**config.mk**
```make
export PLATFORM = sky130hd
export DESIGN_NAME = ldpc_layer_sched
export DESIGN_NICKNAME = d
export VERILOG_FILES = /design/src/rtl/ldpc_sched_pkg.sv /design/src/rtl/ldpc_llr_buf.sv /design/src/rtl/ldpc_layer_sched.sv
export SDC_FILE = /design/constraint.sdc
export NUM_CORES = 1
export LEC_CHECK = 0
export CAP_MARGIN = 20
export CORE_AREA = 3 3 173 175
export CTS_BUF_LIST = sky130_fd_sc_hd__clkbuf_2 sky130_fd_sc_hd__clkbuf_4 sky130_fd_sc_hd__clkbuf_8
export DETAILED_ROUTE_END_ITERATION = 10
export DIE_AREA = 0 0 176 178
export PLACE_DENSITY_LB_ADDON = 0.12
export SYNTH_ARGS = -nofsm -noshare
export SYNTH_HDL_FRONTEND = slang
export SYNTH_SLANG_ARGS = --single-unit
```
**constraint.sdc**
```tcl
create_clock -name clk -period 2.2 [get_ports clk]
set_clock_uncertainty 0.1 [all_clocks]
set_input_delay 0.44 -clock clk [delete_from_list [all_inputs] [get_ports clk]]
set_output_delay 0.44 -clock clk [all_outputs]
set_load 0.01 [all_outputs]
```
**src/rtl/ldpc_sched_pkg.sv**
```systemverilog
// rtl/ldpc_sched_pkg.sv - shared widths, LLR type and FSM states for the LDPC layer scheduler
package ldpc_sched_pkg;

  localparam int NUM_LAYERS      = 8;
  localparam int NUM_COLS        = 16;
  localparam int WIDTH_LLR       = 8;
  localparam int WIDTH_ITERATION = 4;
  localparam int TIMEOUT         = 64;
  localparam int LAYER_W         = $clog2(NUM_LAYERS);
  localparam int COL_W           = $clog2(NUM_COLS);
  localparam int TIMER_W         = $clog2(TIMEOUT);

  typedef logic signed [WIDTH_LLR-1:0] llr_t;

  typedef enum logic [2:0] {
    IDLE,
    LOAD,
    ISSUE,
    WAIT,
    DONE
  } state_e;

endpackage

```
**src/rtl/ldpc_llr_buf.sv**
```systemverilog
// rtl/ldpc_llr_buf.sv - NUM_COLS x WIDTH_LLR LLR register file, per-column write enable, flat read bus
module ldpc_llr_buf #(
  parameter int NUM_COLS  = 16,
  parameter int WIDTH_LLR = 8
) (
  input  logic                          clk,
  input  logic                          rst_n,
  input  logic [NUM_COLS-1:0]           we,
  input  logic [NUM_COLS*WIDTH_LLR-1:0] wdata,
  output logic [NUM_COLS*WIDTH_LLR-1:0] rdata
);

  logic [NUM_COLS*WIDTH_LLR-1:0] mem_q;

  always_ff @(posedge clk or negedge rst_n) begin
    if (!rst_n) begin
      mem_q <= '0;
    end else begin
      for (int c = 0; c < NUM_COLS; c++) begin
        if (we[c]) mem_q[c*WIDTH_LLR +: WIDTH_LLR] <= wdata[c*WIDTH_LLR +: WIDTH_LLR];
      end
    end
  end

  assign rdata = mem_q;

endmodule

```
**src/rtl/ldpc_layer_sched.sv**
```systemverilog
// rtl/ldpc_layer_sched.sv - layer scheduler and LLR buffer driving one check node
// Optional sign-stability early termination: LDPC_SCHED_EARLY_STOP_EN
module ldpc_layer_sched
  import ldpc_sched_pkg::*;
#(
  parameter logic [NUM_LAYERS*NUM_COLS-1:0] LAYER_MASK = '1
) (
  input  logic                          clk,
  input  logic                          reset,
  input  logic                          startIn,
  input  logic [WIDTH_ITERATION-1:0]    maxIter,
  input  logic                          loadValid,
  input  llr_t                          loadLlr,
  output logic                          LoadReady,
  output logic                          ChknValid,
  output logic [LAYER_W-1:0]            ChknLayer,
  output logic [WIDTH_ITERATION-1:0]    ChknIter,
  output logic [NUM_COLS-1:0]           ChknActive,
  output logic [NUM_COLS*WIDTH_LLR-1:0] ChknLlr,
  output logic [NUM_COLS*WIDTH_LLR-1:0] ChknEtaSum,
  input  logic                          chknValidIn,
  input  logic [NUM_COLS*WIDTH_LLR-1:0] chknEtaSumIn,
  output logic [NUM_COLS-1:0]           DecBits,
  output logic [WIDTH_ITERATION-1:0]    IterUsed,
  output logic                          ValidOut,
  output logic                          Busy,
  output logic                          Error
);

  state_e                        state_q, state_d;
  logic [COL_W-1:0]              col_q, col_d;
  logic [LAYER_W-1:0]            layer_q, layer_d;
  logic [WIDTH_ITERATION-1:0]    iter_q, iter_d, max_q, max_d, used_q, used_d;
  logic [TIMER_W-1:0]            timer_q, timer_d;
  logic                          err_q, err_d;
  logic [NUM_COLS-1:0]           dec_q, dec_d;
  logic [NUM_COLS-1:0]           buf_we, signs, layer_mask;
  logic [NUM_COLS*WIDTH_LLR-1:0] buf_wdata, buf_rdata;
  logic                          early_stop;

  ldpc_llr_buf #(.NUM_COLS(NUM_COLS), .WIDTH_LLR(WIDTH_LLR)) u_buf (
    .clk  (clk),
    .rst_n(reset),
    .we   (buf_we),
    .wdata(buf_wdata),
    .rdata(buf_rdata)
  );

  assign layer_mask = LAYER_MASK[layer_q*NUM_COLS +: NUM_COLS];

  always_comb begin
    signs = '0;
    for (int c = 0; c < NUM_COLS; c++) signs[c] = buf_rdata[c*WIDTH_LLR + WIDTH_LLR-1];
  end

`ifdef LDPC_SCHED_EARLY_STOP_EN
  logic [NUM_COLS-1:0] snap_q, new_signs;

  // Signs the buffer will hold once the current response has been merged in.
  always_comb begin
    new_signs = signs;
    for (int c = 0; c < NUM_COLS; c++) begin
      if (layer_mask[c]) new_signs[c] = chknEtaSumIn[c*WIDTH_LLR + WIDTH_LLR-1];
    end
  end

  always_ff @(posedge clk or negedge reset) begin
    if (!reset) snap_q <= '0;
    else if (state_q == ISSUE && layer_q == '0) snap_q <= signs;
  end

  assign early_stop = (new_signs == snap_q) && (iter_q >= WIDTH_ITERATION'(2));
`else
  assign early_stop = 1'b0;
`endif

  always_ff @(posedge clk or negedge reset) begin
    if (!reset) begin
      state_q <= IDLE;
      col_q   <= '0;
      layer_q <= '0;
      iter_q  <= '0;
      max_q   <= '0;
      used_q  <= '0;
      timer_q <= '0;
      err_q   <= 1'b0;
      dec_q   <= '0;
    end else begin
      state_q <= state_d;
      col_q   <= col_d;
      layer_q <= layer_d;
      iter_q  <= iter_d;
      max_q   <= max_d;
      used_q  <= used_d;
      timer_q <= timer_d;
      err_q   <= err_d;
      dec_q   <= dec_d;
    end
  end

  always_comb begin
    state_d   = state_q;
    col_d     = col_q;
    layer_d   = layer_q;
    iter_d    = iter_q;
    max_d     = max_q;
    used_d    = used_q;
    timer_d   = timer_q;
    err_d     = err_q;
    dec_d     = dec_q;
    buf_we    = '0;
    buf_wdata = chknEtaSumIn;
    case (state_q)
      IDLE: begin
        if (startIn) begin
          max_d   = (maxIter == '0) ? WIDTH_ITERATION'(1) : maxIter;
          err_d   = 1'b0;
          col_d   = '0;
          state_d = LOAD;
        end
      end
      LOAD: begin
        buf_wdata = {NUM_COLS{loadLlr}};
        if (loadValid) begin
          buf_we[col_q] = 1'b1;
          col_d         = col_q + 1'b1;
          if (col_q == COL_W'(NUM_COLS-1)) begin
            layer_d = '0;
            iter_d  = WIDTH_ITERATION'(1);
            state_d = ISSUE;
          end
        end
      end
      ISSUE: begin
        timer_d = '0;
        state_d = WAIT;
      end
      WAIT: begin
        if (chknValidIn) begin
          buf_we = layer_mask;
          if (layer_q != LAYER_W'(NUM_LAYERS-1)) begin
            layer_d = layer_q + 1'b1;
            state_d = ISSUE;
          end else if (!early_stop && iter_q < max_q) begin
            layer_d = '0;
            iter_d  = iter_q + 1'b1;
            state_d = ISSUE;
          end else begin
            state_d = DONE;
          end
        end else if (timer_q == TIMER_W'(TIMEOUT-1)) begin
          err_d   = 1'b1;
          state_d = DONE;
        end else begin
          timer_d = timer_q + 1'b1;
        end
      end
      DONE: begin
        dec_d   = signs;
        used_d  = iter_q;
        state_d = IDLE;
      end
      default: state_d = IDLE;
    endcase
  end

  // DONE presents live results; the _q copies hold them until the next frame ends.
  assign ValidOut   = (state_q == DONE);
  assign DecBits    = ValidOut ? signs : dec_q;
  assign IterUsed   = ValidOut ? iter_q : used_q;
  assign LoadReady  = (state_q == LOAD);
  assign Busy       = (state_q != IDLE);
  assign Error      = err_q;
  assign ChknValid  = (state_q == ISSUE);
  assign ChknLayer  = layer_q;
  assign ChknIter   = iter_q;
  assign ChknActive = (state_q == ISSUE || state_q == WAIT) ? layer_mask : '0;
  assign ChknLlr    = buf_rdata;
  assign ChknEtaSum = buf_rdata;

endmodule

```
==> After elaboration in Yosys (flattened, before gate mapping) <==
Index checks and enable logic that the tools add are counted.
{ "word_totals": {"rom_bits": 0, "latchBits": 0, "mem_bits_rw": 0, "mem_count": 0, "ff_bits": 173} }
{ "classes": {"n_lt_le_gt_ge": 3, "div_mod_pow": 0, "n_shift": 1, "n_reduce_logical": 16, "addsub": 4, "multipliers": 0, "n_bitwise": 0, "n_eq_ne": 18, "mux": 40} }
{ "op_table": {"columns": ["operator", "n"], "rows": [
  ["128-bit 2-to-1 mux", 1],
  ["128-bit by 8-bit variable part select with 16-bit output (first input constant)", 1],
  ["16-bit 2-to-1 mux", 4],
  ["3-bit 2-to-1 mux", 12],
  ["4-bit 2-to-1 mux", 9],
  ["16-bit case mux with 2 select lines", 1],
  ["2-bit != test (second input constant)", 8],
  ["4-bit case mux with 2 select lines", 2],
  ["6-bit 2-to-1 mux", 2],
  ["3-bit case mux with 4 select lines", 1],
  ["6-bit case mux with 2 select lines", 1],
  ["3-bit != test (second input constant)", 3],
  ["4-bit by 1-bit adder with 4-bit output (second input constant)", 2],
  ["4-bit AND reduction", 2],
  ["2-bit nonzero test", 4],
  ["6-bit by 1-bit adder with 6-bit output (second input constant)", 1],
  ["3-bit by 2-bit == test with 1-bit output (second input constant)", 2],
  ["6-bit == test (second input constant)", 1],
  ["3-bit case mux with 2 select lines", 1],
  ["3-bit AND reduction", 2],
  ["6-bit AND reduction", 1],
  ["4-bit by 5-bit < comparator with 1-bit output (second input constant)", 1],
  ["5-bit AND reduction", 1],
  ["1-bit demux with 4-bit select", 1],
  ["other kinds (15)", 18]
]} }

==> Longest topological paths before layout <==
Gate-level depths: netlist (run 1).
{ "depth": {"ltp_word": 6, "depth_mapped": 10} }

==> Hierarchy <==
From an unflattened synthesis (run 1), not the netlist that was laid out.
{ "hier_totals": {"cells_unflattened": 802, "hier_area_um2": 9346.5} }
{ "by_module_without_submodules": {"columns": ["mod", "seq_area_each_um2", "cells_per_inst", "area_per_inst_um2", "n_inst"], "rows": [
  ["ldpc_llr_buf", 3203.1, 272, 4824.6, 1],
  ["ldpc_layer_sched", 1126.1, 530, 4521.8, 1]
]} }

==> Worst setup path after synthesis (run 1) <==
OpenSTA, ideal clock, no wires.
{ "synth_timing": {"path_type": "flip-flop to output port", "from": "register state_q[0]", "to": "output port DecBits[0]", "n_path_buf": 2, "t_required_ps": 1660, "path_stages_with_launch": 6, "setup_slack_ps": 192, "t_arrival_ps": 1468, "cell_sequence": "dfrtp_1 -> clkbuf_1 -> nor2_1 -> and2_1 -> buf_2 -> mux2_2"} }
{ "synth_via": {"elab_chain_cells": 2} }
{ "synth_rtl": {"columns": ["item", "line_no", "source"], "rows": [
  ["from (decl)", "ldpc_layer_sched.sv:30", "state_e state_q, state_d;"],
  ["from (signal assigned)", "ldpc_layer_sched.sv:89", "state_q <= state_d;"],
  ["3-bit == test", "ldpc_layer_sched.sv:168", "assign ValidOut = (state_q == DONE);"],
  ["via ValidOut", "ldpc_layer_sched.sv:25", "output logic ValidOut,"],
  ["16-bit 2-to-1 mux", null, null],
  ["to (decl)", "ldpc_layer_sched.sv:23", "output logic [NUM_COLS-1:0] DecBits,"]
]} }
The timed path passes the listed nets, and every way through them passes these cells.

==> Final worst setup path (run 1) <==
{ "layout_timing": {"from": "register state_q[0]", "to": "output port DecBits[8]"} }
{ "layout_via": {"elab_chain_cells": 2} }
{ "layout_rtl": {"columns": ["item", "line_no"], "rows": [
  ["3-bit == test", "ldpc_layer_sched.sv:168"],
  ["16-bit 2-to-1 mux", null]
]} }
No other way between the ends.

==> qor.yml, run 1 <==
sta:
  hold_violations: 0
  setup_ws_ps: -165
  min_period_over_period_pct: 107
  fin_setup_tns_ps: -3040
  rsz0062_at_grt: "true"
  timing.final.crit_period_ps: 2360
  tightest_slew_ps: 596
  slew_violations: 0
  relSlewSlack_pct: 60.3
  timing.fmax_ghz: 0.423
  setup_viol: 21
placed_design:
  placed_area_um2: 12900
  dp_hpwl_um: 24800
  gp_congestion: 0.779
  port_buffers: 448
worst_setup_path:
  critPathLaunchType: "register"
  critical_path_arrival_ps: 1820
  crit_path_end_kind: "output port"
  critPathRequiredTime_ps: 1660
  cp_max_fo: 7
  critical_path_class: "register to output port"
die:
  initial_utilization_pct: 31.1
  core-area_um2: 28600
  rows: 62
  die_area_um2: 31300
  chipHeight_um: 178
  die_x_um: 176
  pin_count: 449
synth:
  ys_warn_count: 0
  syn-num-nets: 1086
  synthDominantCellAreaShare_pct: 48.6
  ys_types: 51
  muxShareOfSynthArea_pct: 2.53
  syn_area_um2: 8910
  synth_common_cells: "173 x dfrtp_1, 147 x buf_4, 142 x nand2_1, 138 x a21oi_1, 118 x o21ai_1"
  synth-xor-area-share_pct: 0.590
  synthArstFlopShare_pct: 100
  synthSimpleGateAreaFrac_pct: 10.3
  synth_compound_area_share_pct: 19.7
  synth_edf_count: 0
  synth_fa_ha_area_share_pct: 1.54
  ys_ff_latch: 173
  synth_ff_type: "dfrtp_1"
  synth_top_family_by_area: "compound AO/OA/AOI/OAI gates"
  synth_cells: 930
  synth_area_leaders: "dfrtp_1 49%, buf_4 12%, a21oi_1 7.8%"
  avgSynthCellArea_um2: 9.58
  yosysMostFrequentCell: "dfrtp_1"
  yosysSeqAreaShare_pct: 48.6
  synth_top_area_cell: "dfrtp_1"
power:
  swShare_pct: 40.8
  power_frac_comb_pct: 59.8
  seq_power_share_pct: 29.3
  power_density_nw_per_um2: 1460
  p_switching_mw: 8.15
  power.internal_mw: 11.8
  cellLeakagePower_nw: 5.82
  ir_drop_mv: 0.740
  pwr-share-clk_pct: 10.9
global_routing:
  grt_max_degree: 71
  grt_first_pass_wirelength_um: 48000
  grt_pass1_vias: 7463
  grt_usage_pct: 20.4
  antenna_found_initial: 3
  grt-ovfl-total: 0
run_status:
  violations: "negative setup slack"
  outcome: "finished with violations"
worst_hold_path:
  min_path_type: "register to register"
final_layout:
  area_delta_synth_final_pct: 53.6
  drive_gt1_share_pct: 14.7
  multi_input_area_um2: 3220
  seq_area_um2: 4330
  fillCellCount: 2654
  design_area_um2: 13700
  nets: 1411
detailed_routing:
  ant_nets: 0
  drtIter0Drc: 387
  dr_wl_met3_um: 1560
  wl_per_cell_um: 19.7
  viasPerCell: 4.56
  drt-pass1-iter-count: 5
  m1WireLength_um: 13700
  vias: 7545
  drc_errors: 0
  highest_layer: "met5"
  postRouteWirelength_um: 32600
  wl_met2_um: 17000
clocking:
  cts_sinks: 173
  htree_levels: 4
  clk_pin_slew_ps: 110
  cts_inserted_buffers: 17
  clockBufferDepth: 2
  cts_root_buf: "clkbuf_8"
  clock_latency_ps: 460
  cts_tree: "yes"
job:
  drv_cap: 0
## power by group through the flow
stage	Combinational [mW]	Clock, mW	Sequential [mW]
2_1_floorplan	6.27	0	5.95
3_3_place_gp	11.5	0	5.88
3_5_place_dp	11.6	0	5.92
4_1_cts	11.9	2.26	5.88
5_1_grt	12.9	2.41	6.05
6_report	11.9	2.18	5.84
## worst paths after layout
path	cells past startpoint	from	endpoint	slack, ps
worst max-delay path	5	state_q[0]	DecBits[8]	-160
worst min-delay path	1	timer_q[0]	timer_q[0]	400
min in group asynchronous	2	reset	timer_q[3]	410
max in group asynchronous	3	reset	u_buf.rdata[82]	930
worst max register to register	7	state_q[1]	u_buf.rdata[58]	100
worst min register to register	1	timer_q[0]	timer_q[0]	400
## through the flow
step | power [mW] | setup slack [ps] | utilization [%] | instances | hold slack [ps]
6_report | 20.0 | -165 | 47.8 | 1654 | 403
3_3_place_gp | 17.4 | -163 | 45.2 | 1602 | 364
5_1_grt | 21.4 | -282 | 47.8 | 1654 | 406
2_1_floorplan | 12.2 | 192 | - | 930 | 44.4
4_1_cts | 20.0 | -209 | 47.2 | 1645 | 407
3_5_place_dp | 17.5 | -187 | 45.2 | 1602 | 365
## worst max-delay path, stage by stage (launching register included)
cell	delay [ps]
dfrtp_1	400
nor2_2	130
and2_4	230
buf_12	160
mux2_4	320
buf_6	120
## layer usage
metal  track usage [%]  vias to the layer above
li1                  -                     3651
met1              25.8                     3616
met5                 0                        -
met3              3.92                       14
met2              36.4                      262
met4              3.89                        2
## state kept, by name, summed over array words and instances (netlist names)
name         cells
timer_q          6
ChknLayer        3
ChknIter         4
col_q            4
state_q          3
dec_q           16
max_q            4
u_buf.rdata    128
used_q           4
Error            1
## timing repair
action / 4_1_cts / 5_1_grt
endpoints found under the setup margin: 70 / 131
hold buffers: 1 / 0
buffers inserted: 12 / 8
endpoints found under the hold margin: 50 / 0
gates cloned: 1 / 0
resized for setup: 168 / 19
pin swaps: 3 / 6
## cell type report
type | count | share of cell area (%)
repair inverters | 1 | 0.0457
flip-flops and latches | 173 | 31.7
well taps | 384 | 3.51
diodes | 2 | 0.0366
clock buffers | 18 | 1.76
inverters | 14 | 0.439
repair buffers | 506 | 38.1
multi-input cells | 542 | 23.5
clock inverters | 14 | 0.905
## placed cells by master, fill, tap and decap left out, types with 13 or more instances in the layout
cell / synthesis / routed
a21oi_1: 138 / 138
a21oi_4: 10 / 14
buf_12: 0 / 21
buf_4: 147 / 31
buf_6: 14 / 24
clkbuf_8: 0 / 18
clkdlybuf4s50_1: 0 / 407
dfrtp_1: 173 / 170
mux2_4: 0 / 20
nand2_1: 142 / 142
nor2_1: 16 / 15
o21ai_1: 118 / 119
o21ai_2: 13 / 13
## kinds of logic (layout without fill, tap and decap cells)
kind of cell | Yosys count | count (layout)
AO/OA/AOI/OAI | 303 | 303
buffers and inverters | 215 | 553
AND/OR/NAND/NOR | 202 | 202
flip-flops | 173 | 173
multiplexers | 20 | 20
adder cells (fa/ha/maj) | 11 | 11
XOR/XNOR | 6 | 6
other | 0 | 2
(Power assumes the default switching activity.)
==> run 2, diff against run 1 <==
--- a/config.mk
+++ b/config.mk
@@ -10,6 +10,7 @@
 export CTS_BUF_LIST = sky130_fd_sc_hd__clkbuf_2 sky130_fd_sc_hd__clkbuf_4 sky130_fd_sc_hd__clkbuf_8
 export DETAILED_ROUTE_END_ITERATION = 10
 export DIE_AREA = 0 0 176 178
+export DONT_BUFFER_PORTS = 1
 export PLACE_DENSITY_LB_ADDON = 0.12
 export SYNTH_ARGS = -nofsm -noshare
 export SYNTH_HDL_FRONTEND = slang
==> run 2 against run 1 <==
  * Fmax increased by 0.22%
  * The run ends with negative hold slack, negative setup slack left
  * Non-clock buffer count decreased by 432
  * Total power decreased by 21%
  * Highest routed layer is now met4
  * Register-to-register slack got worse by 50 ps
  * Final area decreased by 30%
  * Global-route usage decreased by 1.7 points
  * Critical path type unchanged
  * First-iteration DRC count increased by 2.3%
  * Setup slack improved by 5.1 ps
==> qor.yml, run 2 (same netlist as run 1, synthesis figures left out) <==
clocking:
  cts_sinks: 173  # unchanged
  htree_levels: 4  # unchanged
  cts_hold_buf: 13  # +12
  cts_root_buf: "clkbuf_8"
  clockBufferDepth: 2  # unchanged
  cts_inserted_buffers: 17  # unchanged
  cts_tree: "yes"
  clock_latency_ps: 480  # +20 ps
  clk_pin_slew_ps: 110  # about the same
sta:
  setup_ws_ps: -160  # +5.15 ps
  slew_violations: 0  # unchanged
  rsz0062_at_grt: "true"
  setup_viol: 22  # +4.8%
  hold_violations: 173  # +173
  min_period_over_period_pct: 107  # -0.23 points
  timing.hold.ws_ps: -447  # -851 ps
  timing.fmax_ghz: 0.424  # +0.22%
  tightest_slew_ps: 802  # +207 ps
  timing.final.crit_period_ps: 2360  # -5.14 ps
  fin_setup_tns_ps: -2410  # +636 ps
  relSlewSlack_pct: 46.5  # -14 points
worst_setup_path:
  slowest_stage: "dfrtp_1"
  critPathBufInv: 2  # unchanged
  critPathRequiredTime_ps: 1660  # about the same
  critPathLaunchType: "register"
  critical_path_class: "register to output port"
  critical_path_arrival_ps: 1820  # about the same
  max_stage_delay_ps: 420  # +20 ps
  r2r_cells: 8  # +1
  crit_path_end_kind: "output port"
  timing.rr.start: "state_q[1]"
  cp_max_fo: 4  # -3
  reg2reg_to: "u_buf.rdata[44]"
  r2r_setup_slack_ps: 50  # -50 ps
  crit_chain: "nor2_2, and2_4, buf_12, buf_16, mux2_4"
  cpLargestDelayFamily: "flip-flops"
global_routing:
  grt_pass1_vias: 6190  # -17%
  grt-ovfl-total: 0  # unchanged
  grt_max_degree: 174  # +150%
  grt_first_pass_wirelength_um: 42900  # -11%
  grt_usage_pct: 18.7  # -1.7 points
  antenna_found_initial: 1  # -2
placed_design:
  post-place-ws_ps: 4.19  # +191 ps
  port_buffers: 0  # -100%
  placed_area_um2: 8290  # -36%
  dp_hpwl_um: 20700  # -17%
  gp_congestion: 0.787  # +1.1%
job:
  drv_cap: 0  # unchanged
detailed_routing:
  viasPerCell: 5.14  # +13%
  vias: 6299  # -17%
  drc_errors: 0  # unchanged
  drtIter0Drc: 396  # +2.3%
  ant_nets: 0  # unchanged
  wl_per_cell_um: 26.3  # +34%
  postRouteWirelength_um: 32300  # -0.93%
  drt-pass1-iter-count: 5  # unchanged
final_layout:
  multi_input_area_um2: 3320  # +3.1%
  nets: 984  # -30%
  design_area_um2: 9530  # -30%
  area_delta_synth_final_pct: 6.89
  seq_area_um2: 4330  # about the same
  drive_gt1_share_pct: 20.3  # +5.7 points
  layout_common_cells: "172 x dfrtp_1, 142 x nand2_1, 137 x a21oi_1"
  largest_register_ffs: 128  # unchanged
  mostFrequentLayoutCell: "dfrtp_1"
  fillCellCount: 2942  # +11%
power:
  cellLeakagePower_nw: 4.17  # -28%
  power.internal_mw: 8.06  # -32%
  power_frac_comb_pct: 39.8  # -20 points
  pwr-share-clk_pct: 14.9  # +4.0 points
  power_density_nw_per_um2: 1660  # +14%
  seq_power_share_pct: 45.2  # +16 points
  swShare_pct: 48.9  # +8.1 points
  p_switching_mw: 7.72  # -5.3%
  ir_drop_mv: 0.549  # -26%
die:
  rows: 62  # unchanged
  die_area_um2: 31300  # unchanged
  initial_utilization_pct: 31.1  # unchanged
  chipHeight_um: 178  # unchanged
  die_x_um: 176  # unchanged
  pin_count: 449  # unchanged
  core-area_um2: 28600  # unchanged
run_status:
  violations: "negative hold slack, negative setup slack"
  outcome: "finished with violations"
worst_hold_path:
  min_path_type: "input port to async pin"
## run 2: changes by cell type in the layout (fill, tap and decap cells not counted), moves of 6 or more
| cell | change |
|---|---|
| buf_6 | -17 |
| clkdlybuf4s15_1 | -6 |
| clkdlybuf4s50_1 | -407 |
| dlygate4sd3_1 | +12 |
| dlygate4sd2_1 | -9 |
## run 2: worst reg2reg max path, delay by kind of cell, from the launching register on
kind / cells / cell delay, ps
simple gates: 2 / 630
flops: 1 / 410
compound gates: 2 / 330
buf+inv: 4 / 610
## run 2: cell type report
| type | instances | share of cell area [%] |
|---|---|---|
| Clock inverter | 12 | 1.46 |
| Tap cell | 384 | 5.04 |
| Antenna cell | 1 | 0.0263 |
| Clock buffer | 20 | 2.69 |
| Multi-Input combinational cell | 548 | 34.9 |
| Sequential cell | 173 | 45.5 |
| Inverter | 14 | 0.631 |
| Timing Repair Buffer | 74 | 9.81 |
## run 2: per-layer routing
layer,GRT usage (%),share of wire (%),up-vias
met4,4.92,1.2,0
li1,-,-,2820
met1,23.4,43,3146
met2,32.0,50,308
met5,0,0,-
met3,4.98,6.0,25
## run 2: power groups by stage
stage	clock network [mW]	logic [mW]	registers [mW]
detailed placement	0	5.20	7.22
global placement	0	5.07	7.19
floorplan	0	6.27	5.95
global route	2.58	6.98	7.38
finish	2.36	6.29	7.14
CTS	2.44	5.58	7.16
## run 2: how the worst max path moves through the flow
stage | startpoint | endpoint | cells after the start
floorplan | state_q[0] | DecBits[0] | 5
global placement | state_q[1] | u_buf.rdata[61] | 6
detailed placement | state_q[0] | u_buf.rdata[60] | 5
CTS | state_q[1] | DecBits[1] | 5
global route | state_q[0] | DecBits[3] | 5
finish | state_q[0] | DecBits[11] | 5
## run 2: through the flow
stage	util [%]	hold WS (ps)	instances	power, mW
4_1_cts	31.8	-491	1196	15.2
5_1_grt	33.3	-498	1226	16.9
3_5_place_dp	29.0	50.0	1142	12.4
2_1_floorplan	-	44.4	930	12.2
6_report	33.3	-447	1226	15.8
3_3_place_gp	29.0	50.2	1142	12.3
## run 2: timing repair
action / 4_1_cts / 5_1_grt
pin swaps: 3 / 40
buffers inserted: 6 / 21
cloned: 3 / 9
setup endpoints to repair: 42 / 166
resized for setup: 35 / 23
hold endpoints to repair: 187 / 173
==> run 3, diff against run 2 <==
--- a/config.mk
+++ b/config.mk
@@ -7,7 +7,6 @@
 export LEC_CHECK = 0
 export CAP_MARGIN = 20
 export CORE_AREA = 3 3 173 175
-export CTS_BUF_LIST = sky130_fd_sc_hd__clkbuf_2 sky130_fd_sc_hd__clkbuf_4 sky130_fd_sc_hd__clkbuf_8
 export DETAILED_ROUTE_END_ITERATION = 10
 export DIE_AREA = 0 0 176 178
 export DONT_BUFFER_PORTS = 1
==> run 3 against run 2 <==
  * The run still ends with negative hold slack, negative setup slack left
  * Core utilization fell by 0.052 points
  * Die area did not move
  * Routed wire length fell by 1.3%
  * Cell count fell by 2.0%
  * Combinational power fell by 2%
  * Setup slack improved by 60 ps
  * Largest power group unchanged
  * Highest routed layer unchanged
==> qor.yml, run 3 (same netlist as run 1, synthesis figures left out) <==
run_status:
  outcome: "finished with violations"
  violations: "negative hold slack, negative setup slack"
worst_setup_path:
  r2r_setup_slack_ps: 40  # about the same
  critical_path_arrival_ps: 1760  # -60 ps
  reg2reg_to: "u_buf.rdata[84]"
  crit_path_end_kind: "output port"
  timing.rr.start: "state_q[1]"
  r2r_cells: 9  # +1
  critPathRequiredTime_ps: 1660  # about the same
  critical_path_class: "register to output port"
  critPathLaunchType: "register"
  cp_max_fo: 4  # unchanged
final_layout:
  multi_input_area_um2: 3260  # -2.0%
  largest_register_ffs: 128  # unchanged
  area_delta_synth_final_pct: 6.73
  finalNonFillerCells: 1201  # -2.0%
  nets: 959  # -2.5%
  design_area_um2: 9510  # -0.16%
  mostFrequentLayoutCell: "dfrtp_1"
  drive_gt1_share_pct: 19.6  # -0.73 points
  seq_area_um2: 4330  # about the same
  fillCellCount: 2927  # -0.51%
  layout_common_cells: "171 x dfrtp_1, 142 x nand2_1, 138 x a21oi_1"
sta:
  setup_viol: 19  # -14%
  timing.final.crit_period_ps: 2300  # -60.2 ps
  timing.hold.ws_ps: -406  # +41.1 ps
  min_period_over_period_pct: 105  # -2.7 points
  slew_violations: 0  # unchanged
  timing.fmax_ghz: 0.435  # +2.6%
  relSlewSlack_pct: 52.2  # +5.8 points
  tightest_slew_ps: 716  # -85.8 ps
  hold_violations: 173  # unchanged
  setup_ws_ps: -99.4  # +60.2 ps
  rsz0062_at_grt: "true"
clocking:
  clockBufferDepth: 2  # unchanged
  htree_levels: 4  # unchanged
  cts_sinks: 173  # unchanged
  clock_latency_ps: 440  # -40 ps
  cts_inserted_buffers: 17  # unchanged
  clk_pin_slew_ps: 80  # -30 ps
  cts_root_buf: "clkbuf_16"
  cts_tree: "yes"
placed_design:
  dp_hpwl_um: 20700  # unchanged
  placed_area_um2: 8290  # unchanged
  port_buffers: 0  # unchanged
  gp_congestion: 0.787  # unchanged
  post-place-ws_ps: 4.19  # unchanged
  place_inst: 1142  # unchanged
detailed_routing:
  wl_per_cell_um: 26.5  # +0.77%
  drtIter0Drc: 346  # -13%
  postRouteWirelength_um: 31800  # -1.3%
  viasPerCell: 5.09  # -1.0%
  ant_nets: 0  # unchanged
  drt-pass1-iter-count: 4  # -1
  drc_errors: 0  # unchanged
  vias: 6109  # -3.0%
power:
  power_density_nw_per_um2: 1720  # +4.0%
  cellLeakagePower_nw: 4.16  # -0.13%
  total_power_mw: 16.4  # +3.9%
  ir_drop_mv: 0.533  # -2.8%
global_routing:
  use_met3_pct: 5.15  # +0.17 points
  grt_pass1_vias: 6123  # -1.1%
  grt_first_pass_wirelength_um: 42700  # -0.53%
  use_met1_pct: 23.2  # -0.16 points
  grt_max_degree: 174  # unchanged
  grt-busiest-layer: "met2"
  grt_usage_pct: 18.6  # -0.074 points
  antenna_found_initial: 1  # unchanged
  use_met2_pct: 31.7  # -0.29 points
  grt-ovfl-total: 0  # unchanged
die:
  die_area_um2: 31300  # unchanged
  rows: 62  # unchanged
  core-area_um2: 28600  # unchanged
  initial_utilization_pct: 31.1  # unchanged
  die_x_um: 176  # unchanged
  chipHeight_um: 178  # unchanged
  pin_count: 449  # unchanged
job:
  drv_cap: 0  # unchanged
worst_hold_path:
  min_path_type: "input port to async pin"
run 3: changes by cell type in the layout (fill, tap and decap cells not counted), sizes merged:
cell         change
clkbuf           +5
buf             -13
dlygate4sd3     -13
a21oi            -5
a31oi            +1
run 3: critical path, stage by stage, from the launching register on:
cell	delay (ps)
dfrtp_2	430
nor2_4	110
and2_4	200
buf_12	120
buf_16	130
mux2_4	330
run 3: area by class of cell:
cell class	count	area share, %
multi-input cells	544	34.2
diodes	1	0.0263
clock inverters	12	1.46
repair buffers	53	8.45
inverters	14	0.631
clock buffers	20	4.59
well taps	384	5.05
flip-flops and latches	173	45.5
run 3: stage by stage:
| step | TNS, ps | util [%] |
|---|---|---|
| after floorplan | 0 | - |
| after global placement | 0 | 29.0 |
| after CTS | -3810 | 31.9 |
| after detailed placement | 0 | 29.0 |
| after global routing | -2960 | 33.2 |
| final | -1210 | 33.2 |
run 3: routing by layer:
metal,wire length [µm],part of all wire (%)
met5,0,0
met2,15900,50
met4,408,1.3
met1,13300,42
met3,2230,7.0
run 3: timing repair:
| action | in CTS | in global routing |
|---|---|---|
| pin swaps | 3 | 10 |
| setup buffers | 6 | 8 |
| hold endpoints to repair | 173 | 173 |
| setup endpoints to repair | 25 | 160 |
| cloned | 3 | 10 |
| gates resized for setup | 33 | 27 |
run 3: worst max path at each step:
stage | start | end | slack [ps] | cells after the start
5_1_grt | state_q[1] | DecBits[3] | -180 | 5
2_1_floorplan | state_q[0] | DecBits[0] | 190 | 5
4_1_cts | state_q[1] | DecBits[1] | -150 | 5
3_5_place_dp | state_q[0] | u_buf.rdata[60] | 4 | 5
6_report | state_q[1] | IterUsed[1] | -100 | 5
3_3_place_gp | state_q[1] | u_buf.rdata[61] | 90 | 6
run 3: where the power goes:
group	internal, mW	switching, mW
sequential	4.54	2.62
combinational	2.45	3.72
clock	1.69	1.38
